`src/rtl/uart_tx_scheduler.sv`:
```
// Shares one UART transmitter between a 1-byte register-file requester and a
// 2-byte ALU requester; round-robin arbitration and tx_busy handshaking.
module uart_tx_scheduler #(
  parameter int unsigned DATA_WIDTH   = 8,
  parameter int unsigned BUSY_TIMEOUT = 15
) (
  input  logic                    clk,
  input  logic                    reset,
  input  logic                    rf_valid,
  input  logic [DATA_WIDTH-1:0]   rf_data,
  output logic                    rf_ready,
  input  logic                    alu_valid,
  input  logic [2*DATA_WIDTH-1:0] alu_data,
  output logic                    alu_ready,
  input  logic                    tx_busy,
  output logic                    tx_valid,
  output logic [DATA_WIDTH-1:0]   tx_data,
  output logic                    sched_busy
);

  localparam int unsigned CNT_W = (BUSY_TIMEOUT < 2) ? 1 : $clog2(BUSY_TIMEOUT + 1);

  typedef enum logic [1:0] {
    S_IDLE    = 2'd0,
    S_ISSUE   = 2'd1,
    S_WAIT_HI = 2'd2,
    S_WAIT_LO = 2'd3
  } state_t;

  state_t                r_state;
  state_t                w_state_next;
  logic [DATA_WIDTH-1:0] r_tx_data;
  logic [DATA_WIDTH-1:0] w_tx_data_next;
  logic [DATA_WIDTH-1:0] r_hi_byte;
  logic [DATA_WIDTH-1:0] w_hi_byte_next;
  logic [1:0]            r_byte_cnt;
  logic [1:0]            w_byte_cnt_next;
  logic                  r_byte_idx;
  logic                  w_byte_idx_next;
  logic [CNT_W-1:0]      r_cnt;
  logic [CNT_W-1:0]      w_cnt_next;
  logic [CNT_W-1:0]      w_cnt_inc;
  logic                  r_last_alu;
  logic                  w_last_alu_next;
  logic                  w_grant_rf;
  logic                  w_grant_alu;

  // Round-robin: on contention the requester that was not served last wins.
  assign w_grant_rf  = rf_valid & (~alu_valid | r_last_alu);
  assign w_grant_alu = alu_valid & ~w_grant_rf;
  assign w_cnt_inc   = r_cnt + CNT_W'(1);

  assign tx_data    = r_tx_data;
  assign sched_busy = (r_state != S_IDLE);

  always_ff @(posedge clk or negedge reset) begin
    if (!reset) begin
      r_state <= S_IDLE;
    end else begin
      r_state <= w_state_next;
    end
  end

  always_comb begin
    w_state_next    = r_state;
    w_tx_data_next  = r_tx_data;
    w_hi_byte_next  = r_hi_byte;
    w_byte_cnt_next = r_byte_cnt;
    w_byte_idx_next = r_byte_idx;
    w_cnt_next      = r_cnt;
    w_last_alu_next = r_last_alu;
    rf_ready        = 1'b0;
    alu_ready       = 1'b0;
    tx_valid        = 1'b0;

    case (r_state)
      S_IDLE: begin
        if (w_grant_rf) begin
          rf_ready        = 1'b1;
          w_tx_data_next  = rf_data;
          w_hi_byte_next  = '0;
          w_byte_cnt_next = 2'd1;
          w_byte_idx_next = 1'b0;
          w_last_alu_next = 1'b0;
          w_state_next    = S_ISSUE;
        end else if (w_grant_alu) begin
          alu_ready       = 1'b1;
          w_tx_data_next  = alu_data[DATA_WIDTH-1:0];
          w_hi_byte_next  = alu_data[2*DATA_WIDTH-1:DATA_WIDTH];
          w_byte_cnt_next = 2'd2;
          w_byte_idx_next = 1'b0;
          w_last_alu_next = 1'b1;
          w_state_next    = S_ISSUE;
        end
      end

      S_ISSUE: begin
        if (!tx_busy) begin
          tx_valid     = 1'b1;
          w_cnt_next   = '0;
          w_state_next = S_WAIT_HI;
        end
      end

      // A strobe the UART never acknowledged is re-issued after the timeout.
      S_WAIT_HI: begin
        if (tx_busy) begin
          w_state_next = S_WAIT_LO;
        end else begin
          w_cnt_next = w_cnt_inc;
          if (w_cnt_inc == CNT_W'(BUSY_TIMEOUT)) begin
            w_state_next = S_ISSUE;
          end
        end
      end

      S_WAIT_LO: begin
        if (!tx_busy) begin
          if ((r_byte_idx == 1'b0) && (r_byte_cnt == 2'd2)) begin
            w_byte_idx_next = 1'b1;
            w_tx_data_next  = r_hi_byte;
            w_state_next    = S_ISSUE;
          end else begin
            w_state_next = S_IDLE;
          end
        end
      end

      default: begin
        w_state_next    = S_IDLE;
        w_tx_data_next  = '0;
        w_hi_byte_next  = '0;
        w_byte_cnt_next = 2'd0;
        w_byte_idx_next = 1'b0;
        w_cnt_next      = '0;
        w_last_alu_next = 1'b1;
      end
    endcase
  end

  always_ff @(posedge clk or negedge reset) begin
    if (!reset) begin
      r_tx_data  <= '0;
      r_hi_byte  <= '0;
      r_byte_cnt <= 2'd0;
      r_byte_idx <= 1'b0;
      r_cnt      <= '0;
      r_last_alu <= 1'b1;
    end else begin
      r_tx_data  <= w_tx_data_next;
      r_hi_byte  <= w_hi_byte_next;
      r_byte_cnt <= w_byte_cnt_next;
      r_byte_idx <= w_byte_idx_next;
      r_cnt      <= w_cnt_next;
      r_last_alu <= w_last_alu_next;
    end
  end

endmodule

```
`config.mk`:
```
export PLATFORM = sky130hd
export DESIGN_NAME = uart_tx_scheduler
export DESIGN_NICKNAME = d
export VERILOG_FILES = /design/src/rtl/uart_tx_scheduler.sv
export SDC_FILE = /design/constraint.sdc
export NUM_CORES = 1
export LEC_CHECK = 0
export BUFFER_PORTS_ARGS = -buffer_cell sky130_fd_sc_hd__buf_2
export CAP_MARGIN = 20
export CORE_MARGIN = 8
export CORE_UTILIZATION = 40
export CTS_CLUSTER_DIAMETER = 50
export CTS_CLUSTER_SIZE = 10
export DETAILED_ROUTE_END_ITERATION = 10
export SLEW_MARGIN = 20
export SYNTH_ARGS = -nofsm -noshare
export SYNTH_HDL_FRONTEND = slang
export SYNTH_SLANG_ARGS = --single-unit
```
`constraint.sdc`:
```
create_clock -name clk -period 1.95 [get_ports clk]
set_input_delay 0.39 -clock clk [delete_from_list [all_inputs] [get_ports clk]]
set_output_delay 0.39 -clock clk [all_outputs]
set_load 0.02 [all_outputs]
```
==> flow_summary.toml <==
[synth]
synth_top_area_frac = 0.435
netlist_instances = 144
synth_top_family_by_area = "compound AO/OA/AOI/OAI gates"
ys_warn_count = 0
yosys.area_share.simple = 0.110
synthAdderAreaFrac = 0.0174
synthMuxAreaShare = 0.0557
yosysTopAreaCell = "dfrtp_1"
synth-xor-area-share = 0.00609
ys.flop_type = "dfrtp_1"
async_reset_ff_frac = 1.00
synth.ff_latch_count = 26
synth.area.top_cells = "dfrtp_1 43%, mux2i_1 5.6%, a22o_1 4.9%, o21ai_0 4.9%, a21boi_1 4.2%"
yosysUniqueCellTypes = 37
synth_seq_area_share = 0.453
synth-compound-area-share = 0.272
synth_area_mm2 = 0.00144
syn_nets = 175
avgSynthCellArea_um2 = 9.99
synth_edf_count = 0

[sta]
timing.fmax_mhz = 536
hold_viol = 0
hold-worst-slack_ps = 55.3
setup_violations = 0
min_period_ps = 1860
tightest_slew_ps = 621
clock_skew_ps = 9.93
finalMaxSlewViolations = 0
fin_setup_tns_ps = 0
period_share = 0.956
slew_headroom = 0.586

[finish]
final.fill_count = 317
syn_to_final_growth_pct = 20.7
most-common-layout-cells = "40 x buf_2, 23 x dfrtp_1, 14 x o21ai_0"
drive_gt1_frac = 0.358
fin_util = 0.512
final_nets = 222
final_common_cell = "buf_2"
fin_cells = 236
antennaDiodeCount = 0
post-route-cell-area_mm2 = 0.00174

[critical_path]
cp.required_ps = 1560
path_cells = "nor2_4 > inv_1 > nor2_1 > buf_2"
endpoint_kind = "output port"
worstSetupStartpoint = "r_state[1]$_DFFE_PN0P_"
cp_slowest_cell = "dfrtp_2"
cp_max_fo = 6
start_kind = "flip-flop"
criticalPathCategory = "flip-flop to output port"
max_stage_delay_ps = 490
reg2reg_from = "r_cnt[0]$_DFFE_PN0P_"
cp.arrival_ps = 1470

[power]
leakagePower_uw = 0.000850
p_per_area_mw_per_mm2 = 1490
seq_power_share = 0.381
clockPowerShare = 0.092
internal_power_uw = 1470
combinationalPowerShare = 0.526
switching_share = 0.431
peakVddDrop_uv = 530
power_switching_uw = 1110

[clock_tree]
ctsLongestPathBuffers = 2
cts-htree-levels = 1
clk_latency_ps = 320
cts.sinks = 26
clk_pin_slew_ps = 140
clockRootBuffer = "clkbuf_4"
cts_tree = "built"
numCtsBuffers = 3

[floorplanning]
coreArea_mm2 = 0.00339
initial_core_util = 0.425
num_io_pins = 41
die_w_um = 76.0
dieArea_mm2 = 0.00577
die_y_um = 76.0
rows = 21

[detailed_routing]
wl_per_cell_um = 15.8
ant_nets = 0
drc = 0
vias = 1272
dr.pass1.iters = 4
drt_iter0_markers = 50
wirelength_mm = 3.72
vias_per_cell = 5.39

[place]
io_buffers = 40
dpl.hpwl_mm = 2.71
placed_area_mm2 = 0.00166
placed_cells = 225
gp_congestion = 0.865

[outcome]
status = "finished, final reports clean"

[min_path]
hold_class = "input pin to async pin"

[global_route]
groute.usage.overall = 0.121
grt_pass1_wl_mm = 5.87
grt_max_degree = 27
grt-ovfl-total = 0
first_global_vias = 1264
antenna_found_initial = 0

[flow_run]
max_cap_viol_count = 0
## critical path: cells and delay by family, from the launching register on
family        cells  cell delay [ps]
buf+inv           2              300
simple gates      2              380
flops             1              490
## synthesized netlist by cell type (3+ instances only)
| cell | instances |
|---|---|
| dfrtp_1 | 25 |
| o21ai_0 | 14 |
| inv_1 | 12 |
| nand2_1 | 10 |
| a21boi_1 | 8 |
| a22o_1 | 8 |
| mux2i_1 | 8 |
| o22ai_1 | 8 |
| a21oi_1 | 7 |
| buf_6 | 4 |
| a21o_1 | 3 |
| buf_2 | 3 |
| nor3_1 | 3 |
## state kept, by name, indices dropped and copies added, names as in the netlist
register,flops
r_state,2
r_cnt,4
tx_data,8
r_byte_cnt,2
r_byte_idx,1
r_hi_byte,8
r_last_alu,1
## per-layer routing
layer	GRT usage	up-vias	wire, µm
met4	0.0353	0	29
met5	0	-	0
li1	-	611	-
met1	0.156	612	1730
met2	0.192	45	1750
met3	0.0307	4	202
## what timing repair did
action                                  4_1_cts  5_1_grt
pin swaps                                     0        0
gates resized for setup                       1        1
setup buffers                                 0        7
hold buffers                                  0        0
endpoints found under the setup margin        2        2
## path summary, 6_finish.rpt
check                                                 end  slack (ps)  depth (start not counted)
worst min-delay path               tx_data[5]$_DFFE_PN0P_          60                          1
worst max-delay path                             rf_ready          90                          4
min in group clk                 r_hi_byte[5]$_DFFE_PN0P_         280                          2
max in group asynchronous          r_state[1]$_DFFE_PN0P_        1450                          1
worst max register to register     r_state[1]$_DFFE_PN0P_         440                          6
worst min register to register  r_byte_cnt[1]$_DFFE_PN0P_         490                          1
## power groups by stage
stage / Sequential [µW] / Combinational, µW / Clock, µW
after floorplan: 1040 / 878 / 0
after global placement: 1020 / 1190 / 0
after detailed placement: 1030 / 1220 / 0
after CTS: 1020 / 1220 / 253
after global routing: 1010 / 1490 / 270
final: 986 / 1360 / 239
## area by class of cell
class	count	area (µm²)	area share
Timing Repair Buffer	51	283	0.163
Inverter	14	52.6	0.0303
Sequential cell	26	654	0.377
Clock buffer	4	26.3	0.0151
Multi-Input combinational cell	95	663	0.382
Tap cell	46	57.6	0.0331
## cells by family after synthesis
kind of cell	Yosys count
AND/OR/NAND/NOR	26
AO/OA/AOI/OAI	58
adder cells (fa/ha/maj)	2
buffers and inverters	23
multiplexers	8
XOR/XNOR	1
flip-flops	26
## metrics by stage
step                total power (µW)  setup WS [ps]
floorplan                       1920            458
global placement                2220            358
detailed placement              2250            319
CTS                             2500           4.10
global route                    2770          -20.8
finish                          2580           85.7
Power figures use the tool's default switching activity.
